===== src/rtl/sweep_pkg.sv =====
// Shared types and constants for the sweep controller and its signature register.
package sweep_pkg;

  typedef enum logic [1:0] {
    StIdle,
    StSettle,
    StOut,
    StDone
  } sweep_state_e;

  localparam logic [3:0]  IDX_LAST = 4'd15;
  localparam logic [15:0] SIG_INIT = 16'hFFFF;
  localparam logic [15:0] SIG_POLY = 16'h1021;

  // One MISR step: shift with feedback from bit 15 (Galois form), then fold in the row data.
  function automatic logic [15:0] misr_next(input logic [15:0] s, input logic [9:0] d);
    return {s[14:0], 1'b0} ^ (s[15] ? SIG_POLY : 16'h0000) ^ {6'b0, d};
  endfunction

endpackage


===== src/rtl/sweep_misr.sv =====
// 16-bit multiple-input signature register over captured row data.
module sweep_misr
  import sweep_pkg::*;
(
  input  logic        clk,
  input  logic        rst,
  input  logic        load,
  input  logic        en,
  input  logic [9:0]  din,
  output logic [15:0] sig
);

  logic [15:0] sig_q, sig_d;

  // Load takes priority so a fresh sweep always starts from the seed.
  always_comb begin
    sig_d = sig_q;
    if (load) begin
      sig_d = SIG_INIT;
    end else if (en) begin
      sig_d = misr_next(sig_q, din);
    end
  end

  // Signature register.
  always_ff @(posedge clk or posedge rst) begin
    if (rst) begin
      sig_q <= 16'h0000;
    end else begin
      sig_q <= sig_d;
    end
  end

  assign sig = sig_q;

endmodule


===== src/rtl/sweep_ctrl.sv =====
// Sweeps a 4-input combinational block through all 16 input combinations, waits a
// configurable settle time per row and hands each captured result to a consumer.
// Optional row signature enabled by defining SWEEP_SIG_EN; otherwise sig reads zero.
module sweep_ctrl
  import sweep_pkg::*;
#(
  parameter int unsigned SETTLE_CYCLES = 1  // legal 1..15
) (
  input  logic        clk,
  input  logic        rst,
  input  logic        start,
  input  logic        abort,
  output logic [3:0]  wxyz,
  input  logic [9:0]  f_in,
  output logic        row_valid,
  input  logic        row_ready,
  output logic [3:0]  row_idx,
  output logic [9:0]  row_data,
  output logic        busy,
  output logic        done,
  output logic [15:0] sig
);

  localparam logic [3:0] SettleLast = 4'(SETTLE_CYCLES - 1);

  sweep_state_e state_q, state_d;
  logic [3:0]   idx_q, idx_d;
  logic [3:0]   cnt_q, cnt_d;
  logic [3:0]   row_idx_q, row_idx_d;
  logic [9:0]   row_data_q, row_data_d;

  logic start_ok;
  logic settle_last;
  logic handshake;

  assign start_ok    = (state_q == StIdle) && start && !abort;
  assign settle_last = (cnt_q == SettleLast);
  assign handshake   = (state_q == StOut) && row_ready;

  // State register.
  always_ff @(posedge clk or posedge rst) begin
    if (rst) begin
      state_q <= StIdle;
    end else begin
      state_q <= state_d;
    end
  end

  // Next-state logic; abort wins over a simultaneous handshake.
  always_comb begin
    state_d = state_q;
    unique case (state_q)
      StIdle: begin
        if (start_ok) state_d = StSettle;
      end
      StSettle: begin
        if (abort) begin
          state_d = StIdle;
        end else if (settle_last) begin
          state_d = StOut;
        end
      end
      StOut: begin
        if (abort) begin
          state_d = StIdle;
        end else if (row_ready) begin
          state_d = (idx_q == IDX_LAST) ? StDone : StSettle;
        end
      end
      StDone: begin
        state_d = StIdle;
      end
      default: state_d = StIdle;
    endcase
  end

  // Outputs decoded from the current state.
  always_comb begin
    wxyz      = 4'h0;
    row_valid = 1'b0;
    busy      = (state_q != StIdle);
    done      = 1'b0;
    unique case (state_q)
      StIdle:   ;
      StSettle: wxyz = idx_q;
      StOut: begin
        wxyz      = idx_q;
        row_valid = 1'b1;
      end
      StDone:   done = 1'b1;
      default:  ;
    endcase
  end

  // Datapath next state: row index, settle counter and the captured row.
  always_comb begin
    idx_d      = idx_q;
    cnt_d      = cnt_q;
    row_idx_d  = row_idx_q;
    row_data_d = row_data_q;
    unique case (state_q)
      StIdle: begin
        if (start_ok) begin
          idx_d = 4'd0;
          cnt_d = 4'd0;
        end
      end
      StSettle: begin
        if (!abort) begin
          if (settle_last) begin
            row_idx_d  = idx_q;
            row_data_d = f_in;
          end else begin
            cnt_d = cnt_q + 4'd1;
          end
        end
      end
      StOut: begin
        // The last row leaves idx at 15 so it never wraps.
        if (!abort && row_ready && (idx_q != IDX_LAST)) begin
          idx_d = idx_q + 4'd1;
          cnt_d = 4'd0;
        end
      end
      StDone: ;
      default: ;
    endcase
  end

  // Datapath registers.
  always_ff @(posedge clk or posedge rst) begin
    if (rst) begin
      idx_q      <= 4'd0;
      cnt_q      <= 4'd0;
      row_idx_q  <= 4'd0;
      row_data_q <= 10'd0;
    end else begin
      idx_q      <= idx_d;
      cnt_q      <= cnt_d;
      row_idx_q  <= row_idx_d;
      row_data_q <= row_data_d;
    end
  end

  assign row_idx  = row_idx_q;
  assign row_data = row_data_q;

`ifdef SWEEP_SIG_EN
  logic misr_load;
  logic misr_en;

  assign misr_load = start_ok;
  assign misr_en   = handshake && !abort;

  sweep_misr u_misr (
    .clk  (clk),
    .rst  (rst),
    .load (misr_load),
    .en   (misr_en),
    .din  (row_data_q),
    .sig  (sig)
  );
`else
  logic unused_handshake;
  assign unused_handshake = handshake;
  assign sig = 16'h0000;
`endif

endmodule


===== config.mk =====
export PLATFORM = sky130hd
export DESIGN_NAME = sweep_ctrl
export DESIGN_NICKNAME = d
export VERILOG_FILES = /design/src/rtl/sweep_pkg.sv /design/src/rtl/sweep_misr.sv /design/src/rtl/sweep_ctrl.sv
export SDC_FILE = /design/constraint.sdc
export NUM_CORES = 1
export LEC_CHECK = 0
export ABC_CLOCK_PERIOD_IN_PS = 1700
export CAP_MARGIN = 20
export CORE_MARGIN = 3
export CORE_UTILIZATION = 34
export DETAILED_ROUTE_END_ITERATION = 10
export GPL_TIMING_DRIVEN = 0
export PLACE_DENSITY = 0.69
export SYNTH_ARGS = -nofsm -noshare
export SYNTH_HDL_FRONTEND = slang
export SYNTH_SLANG_ARGS = --single-unit

===== constraint.sdc =====
create_clock -name clk -period 1.7 [get_ports clk]
set_input_delay 0.255 -clock clk [delete_from_list [all_inputs] [get_ports clk]]
set_output_delay 0.255 -clock clk [all_outputs]
set_load 0.02 [all_outputs]

# Word-level counts from Yosys, hierarchy flattened
# Cells that the tools add are included.
dict set report word_totals {
  ff_bits 24
  out_inout_bits 37
  wordCells 51
}
dict set report classes {
  addsub 2
  eq_ne 11
  mux 17
  bitwise_logic 1
  reduce_logical 15
}
# operator n
set ops {}
lappend ops {{4-bit 2-to-1 mux} 6}
lappend ops {{2-bit 2-to-1 mux} 6}
lappend ops {{4-bit one-hot mux with 3 select lines} 1}
lappend ops {{3-bit AND reduction} 3}
lappend ops {{4-bit by 1-bit adder with 4-bit output, second input constant} 2}
lappend ops {{2-bit one-hot mux with 4 select lines} 1}
lappend ops {{4-bit one-hot mux with 2 select lines} 1}
lappend ops {{2-bit != test, second input constant} 3}
lappend ops {{3-bit != test, second input constant} 2}
lappend ops {{5-bit AND reduction} 1}
lappend ops {{2-bit == test, second input constant} 2}
lappend ops {{4-bit == test, second input constant} 1}
lappend ops {{1-bit logical AND} 4}
lappend ops {{4-bit logical NOT} 1}
lappend ops {{4-bit != test, second input constant} 1}
lappend ops {{2-bit nonzero test} 2}
lappend ops {{3-bit nonzero test} 1}
lappend ops {{2-bit by 1-bit == test with 1-bit output, second input constant} 1}
lappend ops {{2-bit logical NOT} 1}
lappend ops {{1-bit 2-to-1 mux} 2}
lappend ops {{2-bit by 1-bit != test with 1-bit output, second input constant} 1}
lappend ops {{2-bit OR reduction} 1}
lappend ops {{1-bit logical NOT} 1}
lappend ops {{1-bit inverter} 1}

# Logic depth before layout (Yosys ltp)
# Gate-level depths: netlist of run 1.
dict set report logic_depth {
  ltp_word 5
  depth_mapped 6
  ltp_nobuf 6
}

# Worst setup path after synthesis of run 1
# No wires, ideal clock.
dict set report synth_path {
  path_kind {register to register}
  startpoint {reg cnt_q[0]}
  endpoint {reg state_q[1]}
  arrival_time_ns 1.669
  required_time_ns 1.572
  path_slack_ns -0.097
  path_stages_with_launch 7
  cell_sequence {dfrtp_1 > inv_1 > ha_1 > or3b_4 > a22o_1 > a21oi_2 > mux2_1}
}
dict set report synth_between {
  elab_chain_cells 3
}
# element line_no
set synth_lines {}
lappend synth_lines {{start, declared} sweep_ctrl.sv:28} ;# logic [3:0] cnt_q, cnt_d;
lappend synth_lines {{start signal, assigned} sweep_ctrl.sv:139} ;# cnt_q <= cnt_d;
lappend synth_lines {{4-bit logical NOT} sweep_ctrl.sv:37} ;# assign settle_last = (cnt_q == SettleLast);
lappend synth_lines {{3-bit != test (no line)} n/a}
lappend synth_lines {{3-bit AND reduction (no line)} n/a}
lappend synth_lines {{end signal, assigned} sweep_ctrl.sv:43} ;# state_q <= StIdle;
lappend synth_lines {{end signal, assigned} sweep_ctrl.sv:45} ;# state_q <= state_d;
lappend synth_lines {{end, declared} sweep_ctrl.sv:26} ;# sweep_state_e state_q, state_d;
# Every way passes these cells.
# A chain may end at the register's enable or synchronous reset.

# Worst setup path after layout of run 1
# Ends and elaborated chain as after synthesis.

==> results.txt, run 1 <==
----------------------------------------------------
[Routing]
  Via/cell ratio ... 4.69
  Routed Antenna Nets ... 0
  Number of design-rule violations left by the first detailed-router iteration ... 17
  Average wire per standard cell ... 12.9 um
  First-pass iteration count of the detailed router ... 4
  DRC violation count after routing ... 0
  Routed via count ... 1164
  Post-detailed-routing wire length ... 3.20 mm

[Worst setup path]
  Number of buffer and inverter instances along the worst setup path ... 1
  Worst-path cell chain ... inv_2 > ha_4 > or3b_4 > a22o_1 > a21oi_2 > mux2_4
  Crit path largest cell delay ... 0.40 ns
  Worst reg-to-reg path cell count ... 6
  Data arrival time of the worst path ... 2.01 ns
  Category of the worst setup path launch point ... register
  Master of the slowest instance on the critical path ... sky130_fd_sc_hd__dfrtp_1
  CP top delay family ... compound AO/OA/AOI/OAI gates
  RR Startpoint ... cnt_q[0]
  FF-to-FF setup slack ... -0.15 ns
  Crit. End Element ... register
  Largest fanout on the critical path ... 3
  Critical Path RT ... 1.85 ns
  End of the worst register-to-register path ... state_q[1]
  Critical path type ... register to register

[Floorplanning]
  Core Box Area ... 3800 um2
  Top Ports ... 52
  Die width ... 69.8 um
  Die Outline Area ... 4870 um2
  Effective utilization at floorplan ... 36.4%
  Floorplan row count ... 22
  Height of the die ... 69.8 um

[STA]
  Fmax ... 540 MHz
  Final setup violating endpoints ... 5
  Post-route fraction of the period consumed by the critical path ... 109%
  Worst-Margin Slew ... 0.913 ns
  RSZ-0062 raised after global routing ... true
  Post-route worst setup slack ... -0.153 ns
  Final Slew Violations ... 0
  Tmin final ... 1.85 ns
  Hold violation total from the final report ... 0
  Max-slew headroom ... 39.0%
  Setup Skew ... 0.00377 ns

[Logic synthesis]
  Post-Syn Instances ... 129
  Cells taking the most area after synthesis ... sky130_fd_sc_hd__dfrtp_1 43%, sky130_fd_sc_hd__mux2_2 11%, sky130_fd_sc_hd__buf_4 9.2%, sky130_fd_sc_hd__ha_1 7.2%, sky130_fd_sc_hd__and2_1 2.3%
  Post-synthesis instance area ... 1380 um2
  Dominant register cell in the synthesized netlist ... sky130_fd_sc_hd__dfrtp_1
  Average instance area after synthesis ... 10.7 um2
  Yosys warning total ... 0
  Number of flip-flops and latches in the synthesized netlist ... 24
  Share of the yosys chip area belonging to registers ... 43.4%
  Post-synth top area cell ... sky130_fd_sc_hd__dfrtp_1
  FFs w/ async S/R, synth ... 100%
  Share of the synthesized area in the top cell type ... 43.4%
  EDFF count, synth ... 0
  Number of distinct library cells after synthesis ... 32

[Clocking]
  Buffer levels on the longest clock path ... 2
  Maximum level of the CTS H-tree ... 1
  Root cell of the clock tree ... sky130_fd_sc_hd__clkbuf_8
  Worst-skew pair later-pin latency ... 0.26 ns
  Clock tree from TritonCTS ... built
  Clock transition at the register clock pins on the worst setup and hold paths after CTS ... 0.09 ns
  CTS sink cnt ... 24
  Number of CTS-inserted buffers ... 3
  Hold bufs inserted after CTS ... 0

[Placement]
  Placement-stage cell area ... 1850 um2
  Gpl congestion ... 0.802
  Hpwl dp ... 2.18 mm
  Number of port buffers ... 35
  Placed Cells ... 227

[Power]
  Largest voltage drop on the vdd net ... 0.461 mV
  Power per standard cell area ... 1290 nW/um2
  Cell leakage power ... 1.01 nW

[Layout]
  Most frequent cells in the layout ... 34 x sky130_fd_sc_hd__buf_4, 28 x sky130_fd_sc_hd__clkdlybuf4s50_1, 23 x sky130_fd_sc_hd__dfrtp_1
  Number of diodes added for antenna fixing ... 0
  Non-filler instance count after layout ... 248
  Utilization after layout ... 55.9%
  Share of cells above drive strength 1 ... 38.0%
  Most frequent standard cell in the layout excluding fill and tap cells ... sky130_fd_sc_hd__buf_4
  Layout net count ... 224
  Relative area change from synthesis to final layout ... 53.3%
  Fill cell instance count of the final layout ... 321
  Post-Layout Inst Area ... 2120 um2

[Run]
  Max-capacitance violation count ... 0

[Global routing]
  Global-route usage over all layers ... 12.8%
  Initial antenna violation count ... 0
  Residual overflow from global routing ... 0
  First-pass GRT wire length ... 5.19 mm
  Largest net degree at the start of global routing ... 25
  Number of global-route vias before repair ... 1130

[Run status]
  Failing checks ... setup timing
  Result of the run ... finished with violations

[Min path]
  Tightest Hold Check Type ... input pin to async pin

----------------------------------------------------
## where the power goes
| group | leakage, nW | switching [mW] | total (mW) | internal (mW) |
|---|---|---|---|---|
| registers | 0.308 | 0.103 | 0.847 | 0.745 |
| logic | 0.670 | 0.658 | 1.39 | 0.737 |
| clock network | 0.0357 | 0.179 | 0.494 | 0.314 |
## worst register-to-register path: cells and delay by family, from the launching register on
family / cells / cell delay (ns)
AOI/OAI and AO/OA: 2 / 0.41
DFF: 1 / 0.40
and+or+nand+nor: 1 / 0.39
muxes: 1 / 0.32
adders and majority gates: 1 / 0.14
buffers and inverters: 1 / 0.09
## cells by family (layout without fill, tap and decap cells)
logic type	after synthesis	in the layout	share of synthesized area (%)
multiplexers	15	15	12.2
AND/OR/NAND/NOR	37	37	15.6
buffers and inverters	25	81	11.4
other	1	16	0.271
adder cells (fa/ha/maj)	8	8	7.23
flip-flops	24	24	43.4
AO/OA/AOI/OAI	19	19	9.95
## through the flow
| step | setup TNS, ns | power, mW | hold slack (ns) | setup WS [ns] |
|---|---|---|---|---|
| floorplan | -0.0750 | 1.58 | 0.270 | -0.0750 |
| global placement | -4.13 | 2.03 | 0.487 | -0.281 |
| detailed placement | -4.88 | 2.07 | 0.493 | -0.315 |
| CTS | -0.283 | 2.67 | 0.513 | -0.149 |
| global route | -0.987 | 2.91 | 0.530 | -0.206 |
| finish | -0.389 | 2.74 | 0.489 | -0.153 |
## worst max path at each step
stage | from | to | slack, ns | depth (start not counted)
final | cnt_q[0] | state_q[1] | -0.15 | 6
after detailed placement | abort | row_data[1] | -0.32 | 5
after global routing | cnt_q[0] | state_q[1] | -0.21 | 6
after CTS | cnt_q[0] | state_q[1] | -0.15 | 6
after global placement | abort | row_data[2] | -0.28 | 5
after floorplan | cnt_q[0] | state_q[1] | -0.07 | 6
## sequential cells by signal, summed over array words and instances, names as in the netlist
| register | flops |
|---|---|
| row_data | 10 |
| row_idx | 4 |
| idx_q | 4 |
| cnt_q | 4 |
| state_q | 2 |
## routing by layer
metal	part of all wire (%)	GRT usage (%)	up-vias	wire length, um
met1	43	15.1	544	1390
met5	0	0	-	0
met4	1.1	4.68	0	34
met2	49	22.8	55	1560
met3	6.9	2.46	4	220
li1	-	-	561	-
## Yosys cell counts (2+ instances only)
library cell and instances:
sky130_fd_sc_hd__dfrtp_1 24, sky130_fd_sc_hd__buf_4 17, sky130_fd_sc_hd__mux2_2 14, sky130_fd_sc_hd__ha_1 8
sky130_fd_sc_hd__inv_1 8, sky130_fd_sc_hd__nor2_1 6, sky130_fd_sc_hd__and2_1 5, sky130_fd_sc_hd__nand3_1 5
sky130_fd_sc_hd__and3_1 4, sky130_fd_sc_hd__nand2b_1 4, sky130_fd_sc_hd__o21ai_0 4, sky130_fd_sc_hd__nand2_1 3
sky130_fd_sc_hd__o31ai_1 3, sky130_fd_sc_hd__a21oi_1 2, sky130_fd_sc_hd__a221o_1 2, sky130_fd_sc_hd__nor2b_1 2
sky130_fd_sc_hd__nor3_1 2, sky130_fd_sc_hd__o21ai_1 2
## layout make-up
class	instances	area [um2]	area share [%]
well taps	48	60.1	2.83
multi-input cells	95	763	36.0
inverters	8	30.0	1.42
clock buffers	3	41.3	1.95
flip-flops and latches	24	602	28.4
plain buffers	17	131	6.19
repair buffers	52	464	21.9
clock inverters	1	30.0	1.42
## what timing repair did
item,4_1_cts,5_1_grt
buffers inserted,7,10
resized for setup,38,10
pin swaps,3,7
setup endpoints to repair,25,22
cloned,1,0
Power figures use the tool's default switching activity.
==> run 2, diff against run 1 <==
--- a/config.mk
+++ b/config.mk
@@ -5,7 +5,7 @@
 export SDC_FILE = /design/constraint.sdc
 export NUM_CORES = 1
 export LEC_CHECK = 0
-export ABC_CLOCK_PERIOD_IN_PS = 1700
+export ABC_CLOCK_PERIOD_IN_PS = 1600
 export CAP_MARGIN = 20
 export CORE_MARGIN = 3
 export CORE_UTILIZATION = 34
==> constraint.sdc (replaced) <==
create_clock -name clk -period 1.6 [get_ports clk]
set_input_delay 0.24 -clock clk [delete_from_list [all_inputs] [get_ports clk]]
set_output_delay 0.24 -clock clk [all_outputs]
set_load 0.02 [all_outputs]
==> run 2 against run 1 <==
Against the previous run:
- the flow still finishes with violations (setup timing)
- count of clock-buffer cells in the layout is the same
- global-route usage grew 0.76 points
- fmax grew 0.74%
- cell count grew 0.40%
- flip-flop and latch count is the same
- worst hold slack gained 0.017 ns
- setup slack lost 0.086 ns
- critical path type unchanged
- critical endpoint unchanged
==> results.txt, run 2 (same netlist as run 1, synthesis figures left out) <==
----------------------------------------------------
[Layout]
  Most frequent cells in the layout ... 30 x sky130_fd_sc_hd__buf_4, 28 x sky130_fd_sc_hd__clkdlybuf4s50_1, 23 x sky130_fd_sc_hd__dfrtp_1 (was 34 x sky130_fd_sc_hd__buf_4, 28 x sky130_fd_sc_hd__clkdlybuf4s50_1, 23 x sky130_fd_sc_hd__dfrtp_1)
  Most frequent standard cell in the layout excluding fill and tap cells ... sky130_fd_sc_hd__buf_4 (unchanged)
  Multi-input combinational cell area ... 873 um2 (was 763 um2)
  Number of diodes added for antenna fixing ... 0 (unchanged)
  Largest register FFs ... 10 (unchanged)
  Layout net count ... 225 (was 224)
  Fill cell instance count of the final layout ... 306 (was 321)
  Area used by sequential logic in the layout ... 602 um2 (unchanged)
  Relative area change from synthesis to final layout ... 65.1% (was 53.3%)
  Share of cells above drive strength 1 ... 43.3% (was 38.0%)

[Global routing]
  Number of global-route vias before repair ... 1172 (was 1130)
  First-pass GRT wire length ... 5.40 mm (was 5.19 mm)
  Initial antenna violation count ... 0 (unchanged)
  Largest net degree at the start of global routing ... 25 (unchanged)
  Global-route usage over all layers ... 13.5% (was 12.8%)
  Residual overflow from global routing ... 0 (unchanged)

[Power]
  Cell leakage power ... 1.12 nW (was 1.01 nW)
  Power consumption ... 3.23 mW (was 2.74 mW)
  Power per standard cell area ... 1420 nW/um2 (was 1290 nW/um2)
  Largest voltage drop on the vdd net ... 0.715 mV (was 0.461 mV)

[Floorplanning]
  Die Outline Area ... 4870 um2 (unchanged)
  Height of the die ... 69.8 um (unchanged)
  Die width ... 69.8 um (unchanged)
  Core Box Area ... 3800 um2 (unchanged)
  Top Ports ... 52 (unchanged)
  Floorplan row count ... 22 (unchanged)
  Effective utilization at floorplan ... 36.4% (unchanged)

[STA]
  Tmin final ... 1.84 ns (was 1.85 ns)
  Final setup violating endpoints ... 21 (was 5)
  Hold violation total from the final report ... 0 (unchanged)
  Post-route worst setup slack ... -0.239 ns (was -0.153 ns)
  Fmax ... 544 MHz (was 540 MHz)
  Smallest hold slack ... 0.507 ns (was 0.489 ns)
  Worst-Margin Slew ... 0.925 ns (was 0.913 ns)
  RSZ-0062 raised after global routing ... true (unchanged)
  Final Slew Violations ... 0 (unchanged)
  Total negative setup slack ... -1.82 ns (was -0.389 ns)
  Setup Skew ... 0.00482 ns (was 0.00377 ns)
  Post-route fraction of the period consumed by the critical path ... 115% (was 109%)
  Max-slew headroom ... 38.3% (was 39.0%)

[Routing]
  Via/cell ratio ... 4.76 (was 4.69)
  Average wire per standard cell ... 13.6 um (was 12.9 um)
  Number of design-rule violations left by the first detailed-router iteration ... 46 (was 17)
  First-pass iteration count of the detailed router ... 4 (unchanged)
  Routed via count ... 1185 (was 1164)
  DRC violation count after routing ... 0 (unchanged)
  Routed Antenna Nets ... 0 (unchanged)
  Post-detailed-routing wire length ... 3.39 mm (was 3.20 mm)

[Worst setup path]
  CP top delay family ... compound AO/OA/AOI/OAI gates (unchanged)
  Data arrival time of the worst path ... 1.99 ns (was 2.01 ns)
  Critical Path RT ... 1.75 ns (was 1.85 ns)
  Crit path largest cell delay ... 0.40 ns (about the same)
  Critical path type ... register to register (unchanged)
  Master of the slowest instance on the critical path ... sky130_fd_sc_hd__dfrtp_1 (unchanged)
  Number of buffer and inverter instances along the worst setup path ... 1 (unchanged)
  Category of the worst setup path launch point ... register (unchanged)
  Crit path depth ... 6 (unchanged)
  Largest fanout on the critical path ... 2 (was 3)
  RR Startpoint ... cnt_q[0] (unchanged)
  Worst reg-to-reg path cell count ... 6 (unchanged)
  FF-to-FF setup slack ... -0.24 ns (was -0.15 ns)
  Crit. End Element ... register (unchanged)
  End of the worst register-to-register path ... state_q[1] (unchanged)
  Worst-path cell chain ... inv_2 > ha_4 > or3b_4 > a22o_4 > a21oi_4 > mux2_4 (was inv_2 > ha_4 > or3b_4 > a22o_1 > a21oi_2 > mux2_4)

[Placement]
  Gpl congestion ... 0.774 (was 0.802)
  Post-place setup slack ... -0.422 ns (was -0.315 ns)
  Hpwl dp ... 2.26 mm (was 2.18 mm)
  Number of port buffers ... 35 (unchanged)

[Run status]
  Failing checks ... setup timing (unchanged)
  Result of the run ... finished with violations (unchanged)

[Clocking]
  Clock transition at the register clock pins on the worst setup and hold paths after CTS ... 0.09 ns (about the same)
  CTS sink cnt ... 24 (unchanged)
  Worst-skew pair later-pin latency ... 0.26 ns (about the same)
  Hold bufs inserted after CTS ... 0 (unchanged)
  Root cell of the clock tree ... sky130_fd_sc_hd__clkbuf_8 (unchanged)
  Number of CTS-inserted buffers ... 3 (unchanged)
  Maximum level of the CTS H-tree ... 1 (unchanged)
  Buffer levels on the longest clock path ... 2 (unchanged)
  Clock tree from TritonCTS ... built (unchanged)

[Run]
  Max-capacitance violation count ... 0 (unchanged)

[Min path]
  Tightest Hold Check Type ... input pin to async pin (unchanged)

----------------------------------------------------
-- run 2: cell count changes in the layout (fill, tap and decap cells not counted), sizes merged --
cell         change
clkbuf           +2
dlygate4sd2      -2
buf              +1
-- run 2: report_power, final --
group          internal, mW  total (mW)  switching, mW
combinational         0.995        1.77          0.775
clock                 0.334       0.526          0.192
sequential            0.792       0.938          0.146
-- run 2: repair_timing --
action                                  in CTS  in global routing
resized for setup                           42                 47
endpoints found under the setup margin      31                 30
cloned                                       0                  1
setup buffers                               10                  7
endpoints found under the hold margin        0                  0
pin swaps                                    8                  7
-- run 2: cell type report --
class	count	area share [%]
clock buffers	3	1.81
inverters	8	1.42
clock inverters	1	1.31
flip-flops and latches	24	26.3
multi-input cells	95	38.2
well taps	48	2.63
plain buffers	17	5.91
repair buffers	53	22.3
-- run 2: per-layer routing --
metal | GRT usage (%) | wire length, um
met1 | 16.6 | 1390
met4 | 6.38 | 65
met2 | 22.9 | 1690
met3 | 2.46 | 245
met5 | 0 | 0
-- run 2: per-stage QoR --
| stage | instances | area (um2) | util (%) |
|---|---|---|---|
| global route | 249 | 2280 | 60.1 |
| floorplan | 144 | 1440 | - |
| global placement | 227 | 1850 | 48.8 |
| finish | 249 | 2280 | 60.1 |
| CTS | 241 | 2050 | 54.0 |
| detailed placement | 227 | 1850 | 48.8 |
-- run 2: worst max path at each step --
stage               startpoint          end
floorplan             cnt_q[0]   state_q[1]
global placement         abort     cnt_q[3]
detailed placement       abort  row_data[2]
CTS                   cnt_q[0]   state_q[1]
global route          cnt_q[0]   state_q[1]
finish                cnt_q[0]   state_q[1]
==> run 3, diff against run 2 <==
--- a/config.mk
+++ b/config.mk
@@ -5,7 +5,6 @@
 export SDC_FILE = /design/constraint.sdc
 export NUM_CORES = 1
 export LEC_CHECK = 0
-export ABC_CLOCK_PERIOD_IN_PS = 1600
 export CAP_MARGIN = 20
 export CORE_MARGIN = 3
 export CORE_UTILIZATION = 34
==> results of run 3 <==
Final layout, timing and power as in run 2 (identical DEF).
